## config.mk

```make
export PLATFORM = sky130hd
export DESIGN_NAME = trigger_capture_flat
export DESIGN_NICKNAME = d
export VERILOG_FILES = /design/src/rtl/trigger_capture_pkg.sv /design/src/rtl/trigger_capture_if.sv /design/src/rtl/trigger_capture_edge_detect.sv /design/src/rtl/trigger_capture.sv /design/src/flat_wrapper.sv
export SDC_FILE = /design/constraint.sdc
export NUM_CORES = 1
export LEC_CHECK = 0
export ABC_CLOCK_PERIOD_IN_PS = 4300
export CORE_ASPECT_RATIO = 0.9
export CORE_MARGIN = 2
export CORE_UTILIZATION = 38
export DETAILED_ROUTE_END_ITERATION = 10
export PLACE_DENSITY_LB_ADDON = 0.15
export SETUP_SLACK_MARGIN = 0.2
export SLEW_MARGIN = 0
export SYNTH_ARGS = -nofsm -noshare
export SYNTH_HDL_FRONTEND = slang
export SYNTH_SLANG_ARGS = --single-unit
```

## constraint.sdc

```tcl
create_clock -name clock -period 4.3 [get_ports clock]
set_input_delay 0.86 -clock clock [delete_from_list [all_inputs] [get_ports clock]]
set_output_delay 0.86 -clock clock [all_outputs]
set_load 0.01 [all_outputs]
```

## src/rtl/trigger_capture_pkg.sv

```systemverilog
// trigger_capture_pkg: shared types and sizing for the trigger capture slice.
//   state_e   - capture FSM states
//   depth()   - buffer depth N = 2^addr_w
//   TC_N      - depth for the default address width
package trigger_capture_pkg;

   localparam int unsigned TC_DATA_W = 8;
   localparam int unsigned TC_ADDR_W = 4;
   localparam int unsigned TC_N      = 32'd1 << TC_ADDR_W;

   typedef enum logic [2:0] {
      ST_IDLE,
      ST_PRE,
      ST_WAIT,
      ST_POST,
      ST_DONE
   } state_e;

   // Circular buffer depth for a given address width.
   function automatic int unsigned depth(input int unsigned addr_w);
      return 32'd1 << addr_w;
   endfunction

endpackage

```

## src/rtl/trigger_capture_if.sv

```systemverilog
// trigger_capture_if: sample stream, trigger configuration, buffer write port
// and status of the capture stage.
//   slave  - capture block: takes arm/samples/config, drives writes/status
//   master - controller/ADC side: the opposite directions
interface trigger_capture_if #(
   parameter int unsigned DATA_W = trigger_capture_pkg::TC_DATA_W,
   parameter int unsigned ADDR_W = trigger_capture_pkg::TC_ADDR_W
);
   logic              arm;
   logic              sample_valid;
   logic [DATA_W-1:0] sample_in;
   logic [DATA_W-1:0] trig_level;
   logic              trig_rising;
   logic [ADDR_W-1:0] pretrig;
   logic              wr_en;
   logic [ADDR_W-1:0] wr_addr;
   logic [DATA_W-1:0] wr_data;
   logic [ADDR_W-1:0] trig_addr;
   logic              busy;
   logic              done;

   modport slave (
      input  arm, sample_valid, sample_in, trig_level, trig_rising, pretrig,
      output wr_en, wr_addr, wr_data, trig_addr, busy, done
   );

   modport master (
      output arm, sample_valid, sample_in, trig_level, trig_rising, pretrig,
      input  wr_en, wr_addr, wr_data, trig_addr, busy, done
   );
endinterface

```

## src/rtl/trigger_capture_edge_detect.sv

```systemverilog
// trigger_capture_edge_detect: combinational level-crossing detector.
//   prev, sample - previous and current accepted samples
//   level        - threshold (unsigned)
//   rising       - 1: crossing upward, 0: crossing downward
//   hit_c        - crossing detected this cycle
module trigger_capture_edge_detect
   import trigger_capture_pkg::*;
#(
   parameter int unsigned DATA_W = TC_DATA_W
) (
   input  logic [DATA_W-1:0] prev,
   input  logic [DATA_W-1:0] sample,
   input  logic [DATA_W-1:0] level,
   input  logic              rising,
   output logic              hit_c
);
   always_comb begin
      if (rising) hit_c = (prev <  level) && (sample >= level);
      else        hit_c = (prev >= level) && (sample <  level);
   end
endmodule

```

## src/rtl/trigger_capture.sv

```systemverilog
// trigger_capture: oscilloscope acquisition front stage. Writes the sample
// stream into a circular buffer, keeping `pretrig` samples ahead of the trigger
// and filling the rest of the buffer after it.
//   clock, reset - rising-edge clock, synchronous active-high reset
//   bus (slave)  - arm, samples and trigger config in; buffer write port,
//                  trigger address, busy and done out (all registered)
module trigger_capture
   import trigger_capture_pkg::*;
#(
   parameter int unsigned DATA_W = TC_DATA_W,
   parameter int unsigned ADDR_W = TC_ADDR_W
) (
   input  logic             clock,
   input  logic             reset,
   trigger_capture_if.slave bus
);
   localparam int unsigned N = depth(ADDR_W);

   state_e            state_q, state_d;
   logic [ADDR_W-1:0] ptr_q, ptr_d;
   logic [ADDR_W-1:0] cnt_q, cnt_d;
   logic [ADDR_W-1:0] pretrig_q, pretrig_d;
   logic [DATA_W-1:0] level_q, level_d;
   logic              rising_q, rising_d;
   logic [DATA_W-1:0] prev_q, prev_d;
   logic              prev_valid_q, prev_valid_d;
   logic              wr_en_d, busy_d, done_d;
   logic [ADDR_W-1:0] wr_addr_d, trig_addr_d;
   logic [DATA_W-1:0] wr_data_d;
   logic              accept_c;
   logic              hit_c;

   assign accept_c = bus.sample_valid && (state_q inside {ST_PRE, ST_WAIT, ST_POST});

   trigger_capture_edge_detect #(.DATA_W(DATA_W)) edge_detect (
      .prev   (prev_q),
      .sample (bus.sample_in),
      .level  (level_q),
      .rising (rising_q),
      .hit_c  (hit_c)
   );

   // Next state, counters and registered-output next values.
   always_comb begin
      state_d      = state_q;
      ptr_d        = ptr_q;
      cnt_d        = cnt_q;
      pretrig_d    = pretrig_q;
      level_d      = level_q;
      rising_d     = rising_q;
      prev_d       = prev_q;
      prev_valid_d = prev_valid_q;
      wr_en_d      = 1'b0;
      wr_addr_d    = bus.wr_addr;
      wr_data_d    = bus.wr_data;
      trig_addr_d  = bus.trig_addr;

      if (accept_c) begin
         wr_en_d      = 1'b1;
         wr_addr_d    = ptr_q;
         wr_data_d    = bus.sample_in;
         ptr_d        = ptr_q + ADDR_W'(1);
         prev_d       = bus.sample_in;
         prev_valid_d = 1'b1;
      end

      unique case (state_q)
         ST_IDLE, ST_DONE: begin
            if (bus.arm) begin
               state_d      = ST_PRE;
               ptr_d        = '0;
               cnt_d        = '0;
               prev_valid_d = 1'b0;
               pretrig_d    = bus.pretrig;
               level_d      = bus.trig_level;
               rising_d     = bus.trig_rising;
            end
         end
         ST_PRE: begin
            // Zero pre-trigger depth leaves PRE at once; a sample arriving then
            // is still written, it only seeds prev.
            if (pretrig_q == '0) begin
               state_d = ST_WAIT;
            end else if (accept_c) begin
               cnt_d = cnt_q + ADDR_W'(1);
               if (cnt_d == pretrig_q) state_d = ST_WAIT;
            end
         end
         ST_WAIT: begin
            if (accept_c && prev_valid_q && hit_c) begin
               trig_addr_d = ptr_q;
               cnt_d       = ADDR_W'(N - 1) - pretrig_q;
               state_d     = (cnt_d == '0) ? ST_DONE : ST_POST;
            end
         end
         ST_POST: begin
            if (accept_c) begin
               cnt_d = cnt_q - ADDR_W'(1);
               if (cnt_d == '0) state_d = ST_DONE;
            end
         end
         default: state_d = ST_IDLE;
      endcase

      // busy stays up through the final write; done follows one cycle later.
      busy_d = (state_d inside {ST_PRE, ST_WAIT, ST_POST}) ||
               ((state_d == ST_DONE) && (state_q != ST_DONE));
      done_d = (state_q == ST_DONE) && (state_d == ST_DONE);
   end

   // State and output registers.
   always_ff @(posedge clock) begin
      if (reset) begin
         state_q       <= ST_IDLE;
         ptr_q         <= '0;
         cnt_q         <= '0;
         pretrig_q     <= '0;
         level_q       <= '0;
         rising_q      <= 1'b0;
         prev_q        <= '0;
         prev_valid_q  <= 1'b0;
         bus.wr_en     <= 1'b0;
         bus.wr_addr   <= '0;
         bus.wr_data   <= '0;
         bus.trig_addr <= '0;
         bus.busy      <= 1'b0;
         bus.done      <= 1'b0;
      end else begin
         state_q       <= state_d;
         ptr_q         <= ptr_d;
         cnt_q         <= cnt_d;
         pretrig_q     <= pretrig_d;
         level_q       <= level_d;
         rising_q      <= rising_d;
         prev_q        <= prev_d;
         prev_valid_q  <= prev_valid_d;
         bus.wr_en     <= wr_en_d;
         bus.wr_addr   <= wr_addr_d;
         bus.wr_data   <= wr_data_d;
         bus.trig_addr <= trig_addr_d;
         bus.busy      <= busy_d;
         bus.done      <= done_d;
      end
   end
endmodule

```

## src/flat_wrapper.sv

```systemverilog
// flat-port wrapper written by rule: the top's interface ports become plain ports
module trigger_capture_flat import trigger_capture_pkg::*;
#(
   parameter int unsigned DATA_W = TC_DATA_W,
   parameter int unsigned ADDR_W = TC_ADDR_W
)
  (clock, reset, bus_arm, bus_sample_valid, bus_sample_in, bus_trig_level, bus_trig_rising, bus_pretrig, bus_wr_en, bus_wr_addr, bus_wr_data, bus_trig_addr, bus_busy, bus_done);
  trigger_capture_if #(.DATA_W(DATA_W), .ADDR_W(ADDR_W)) bus_i ();
  input  logic clock;
  input  logic reset;
  input wire logic [$bits(bus_i.arm)-1:0] bus_arm;
  input wire logic [$bits(bus_i.sample_valid)-1:0] bus_sample_valid;
  input wire logic [$bits(bus_i.sample_in)-1:0] bus_sample_in;
  input wire logic [$bits(bus_i.trig_level)-1:0] bus_trig_level;
  input wire logic [$bits(bus_i.trig_rising)-1:0] bus_trig_rising;
  input wire logic [$bits(bus_i.pretrig)-1:0] bus_pretrig;
  output wire logic [$bits(bus_i.wr_en)-1:0] bus_wr_en;
  output wire logic [$bits(bus_i.wr_addr)-1:0] bus_wr_addr;
  output wire logic [$bits(bus_i.wr_data)-1:0] bus_wr_data;
  output wire logic [$bits(bus_i.trig_addr)-1:0] bus_trig_addr;
  output wire logic [$bits(bus_i.busy)-1:0] bus_busy;
  output wire logic [$bits(bus_i.done)-1:0] bus_done;
  assign bus_i.arm = bus_arm;
  assign bus_i.sample_valid = bus_sample_valid;
  assign bus_i.sample_in = bus_sample_in;
  assign bus_i.trig_level = bus_trig_level;
  assign bus_i.trig_rising = bus_trig_rising;
  assign bus_i.pretrig = bus_pretrig;
  assign bus_wr_en = bus_i.wr_en;
  assign bus_wr_addr = bus_i.wr_addr;
  assign bus_wr_data = bus_i.wr_data;
  assign bus_trig_addr = bus_i.trig_addr;
  assign bus_busy = bus_i.busy;
  assign bus_done = bus_i.done;
  trigger_capture #(.DATA_W(DATA_W), .ADDR_W(ADDR_W)) u_core (.clock(clock), .reset(reset), .bus(bus_i));
endmodule
```

==> metrics.md <==
| Metric | Value |
|---|---|
| EDFF count, synth | `0` |
| Seq/Total Area, Yosys | `a little under two fifths` |
| Pwr dens | `354 nW/um2` |
| Most common cell after layout, fill and taps aside | `nand2_1` |
| Buffers on Ports | `43` |
| CTS root buf | `clkbuf_8` |
| Initial antenna violation count | `0` |
| Clock Pin Slew Worst Setup and Hold Paths | `around 0.09 ns` |
| Fin Clk Skew | `around 0.0053 ns` |
| Cell Area, Placed | `2850 um2` |
| Core area | `roughly 6000 um2` |
| Synth Register Bits | `44` |
| Via count | `just over 2,000` |
| Share of layout cells above drive strength 1 | `around 6.6%` |
| Clock Latency Late Sink | `about 0.3 ns` |
| Min Clock Period, post-route | `a little under 3 ns` |
| Clock Path Buffers | `2` |
| CP required | `4.52 ns` |
| CP max FO | `5` |
| Post-synthesis async set-or-reset flop share | `0%` |
| Max Cap Violations | `0` |
| Worst r2r src | `u_core.state_q[1]` |
| RSZ-0062 raised after global routing | `false` |
| Hold Buf Count CTS | `0` |
| Die Width | `~87 um` |
| P&R area growth vs syn | `25.5%` |
| Detail Placement HPWL | `4.04 mm` |
| Kind of critical path | `primary input to flop` |
| Sink Count | `44` |
| HP Class | `flop to flop` |
| Final ANT Viol Nets | `0` |
| Total GRT Usage | `17.3%` |
| Num rows | `27` |
| Clock tree from TritonCTS | `yes` |
| Drt first pass iters | `4` |
| Syn Nets | `340` |
| Outcome | `complete, no violations` |
| Worst relative slew slack | `40.3%` |
| DRC Markers | `0` |
| Largest net degree at the start of global routing | `44` |
| Yosys cell types | `43` |
| Resized cells post-CTS | `0` |
| Vias in the first global route | `around 2,000` |
| Finished Core Util | `between 40% and 50%` |
| Post-Layout Cell Count | `just over 400` |
| Slew Limit Fails | `0` |
| Largest vdd supply drop | `0.148 mV` |
| Mapped cell area | `~2400 um2` |
| Max Fclk | `approximately 0.34 GHz` |
| Starting Density | `38.9%` |
| Crit path DAT | `3.16 ns` |
| First-pass GRT wire length | `~9.4 mm` |
| Setup Total Neg Slack | `0 ns` |
| Final Cycle Share | `68.5%` |
| Gate Count Post-Synth | `~300` |
| Boundary Pins | `44` |
| Placed insts | `between 300 and 400` |
| # Post-CTS Setup Buffers | `0` |
| Static leakage | `approximately 1.1 nW` |
| Hold Crit Start | `u_core.level_q[5]` |
| Warnings, synthesis | `0` |
| Crit. Startpoint | `bus_sample_in[3]` |
| Setup violators final | `0` |
| DRT iter0 DRCs | `75` |
| Final hold vios | `0` |
| Least-Margin Pin Slew | `between 0.8 and 0.9 ns` |
| Vias per inst | `around 5.1` |
| Global placer's final weighted congestion | `about 0.85` |
| Most frequent cells in the layout | `nand2_1, dfxtp_1, clkdlybuf4s50_1, a21oi_1, nor2_1` |
| Grt ovf | `0` |
| Mapped Avg Cell Area | `around 8 um2` |
| Crit end category | `flop` |
| Die area | `between 6000 and 7000 um2` |
| Cts bufs inserted | `5` |
| Fin nets | `approximately 380` |
| CP Launch Type | `primary input` |
| N_diodes | `0` |
| Design area | `between 2000 and 3000 um2` |
| Drt total wl | `between 5 and 6 mm` |
| Most used DFF post-synth | `dfxtp_1` |
| WL/cell | `between 10 and 15 um` |
| Die H | `~79 um` |
| Htree depth | `2` |
[cell usage after synthesis (2+ instances only)]
library cell	instances	area, um2
ha_1	20	250
nand3_1	3	15.0
o21ai_0	2	10.0
buf_2	2	10.0
buf_1	2	7.51
nand4b_1	3	26.3
a211oi_1	4	30.0
xor2_1	4	35.0
nor2_1	27	101
nand2_1	64	240
a31oi_1	2	12.5
clkbuf_1	10	37.5
or2_2	2	12.5
mux2i_1	5	50.1
dfxtp_1	44	881
nor3_1	3	15.0
nor2b_1	3	18.8
o41ai_2	2	32.5
o21ai_1	5	25.0
nand4_1	5	31.3
inv_1	13	48.8
or3_1	2	12.5
nand2b_1	2	12.5
a21oi_1	40	200
xnor2_1	8	70.1
[routing by layer]
metal  routed length [um]  track usage [%]
met1                 2750             22.8
met2                 2450             27.3
met3                  286             3.85
met4                  159             7.54
met5                    0                0
[final timing paths]
| check | to | slack, ns | depth (start not counted) |
|---|---|---|---|
| setup / recovery | u_core.cnt_q[0] | 1.36 | 9 |
| hold / removal | u_core.level_q[5] | 0.46 | 2 |
| setup reg to reg | u_core.bus.done | 1.78 | 7 |
| hold reg to reg | u_core.level_q[5] | 0.46 | 2 |
[logic make-up (layout without fill, tap and decap cells)]
kind of cell / Yosys count / count (layout) / share of synthesized area [%]
multiplexers: 5 / 5 / 2.12
flip-flops: 44 / 44 / 37.3
AND/OR/NAND/NOR: 120 / 120 / 22.7
buffers and inverters: 28 / 68 / 4.55
adder cells (fa/ha/maj): 20 / 20 / 10.6
AO/OA/AOI/OAI: 66 / 66 / 18.4
XOR/XNOR: 12 / 12 / 4.45
[where the power goes]
| group | total (mW) | switching, mW | internal (mW) |
|---|---|---|---|
| logic | 0.256 | 0.137 | 0.119 |
| clock network | 0.333 | 0.158 | 0.175 |
| registers | 0.462 | 0.0299 | 0.432 |
| total | 1.05 | 0.325 | 0.726 |
[stage by stage]
step | total power, mW | worst slack, ns | hold WS (ns)
floorplan | 0.644 | 1.69 | 0.436
global placement | 0.727 | 1.07 | 0.443
detailed placement | 0.729 | 1.04 | 0.447
CTS | 1.06 | 1.34 | 0.460
global route | 1.11 | 1.22 | 0.483
finish | 1.05 | 1.36 | 0.460
[sequential cells by signal, summed over array words and instances (netlist names), 3 cells and up]
register              flops
u_core.state_q            3
u_core.level_q            8
u_core.cnt_q              4
u_core.bus.wr_addr        4
u_core.bus.trig_addr      4
u_core.pretrig_q          4
u_core.bus.wr_data        8
u_core.ptr_q              4
[layout make-up]
type | instances | area, um2
clock buffers | 5 | 68.8
clock inverters | 3 | 46.3
fillers | 618 | 3110
inverters | 14 | 52.6
multi-input cells | 223 | 1380
flip-flops and latches | 44 | 881
well taps | 72 | 90.1
repair buffers | 46 | 453
[critical path, stage by stage]
cell	delay [ns]
clkdlybuf4s50_1	0.43
ha_1	0.35
nand3_1	0.09
a31oi_1	0.34
a211oi_1	0.08
and4bb_1	0.34
o2111ai_2	0.18
and2_4	0.23
o41ai_2	0.25
(Power assumes the default switching activity.)
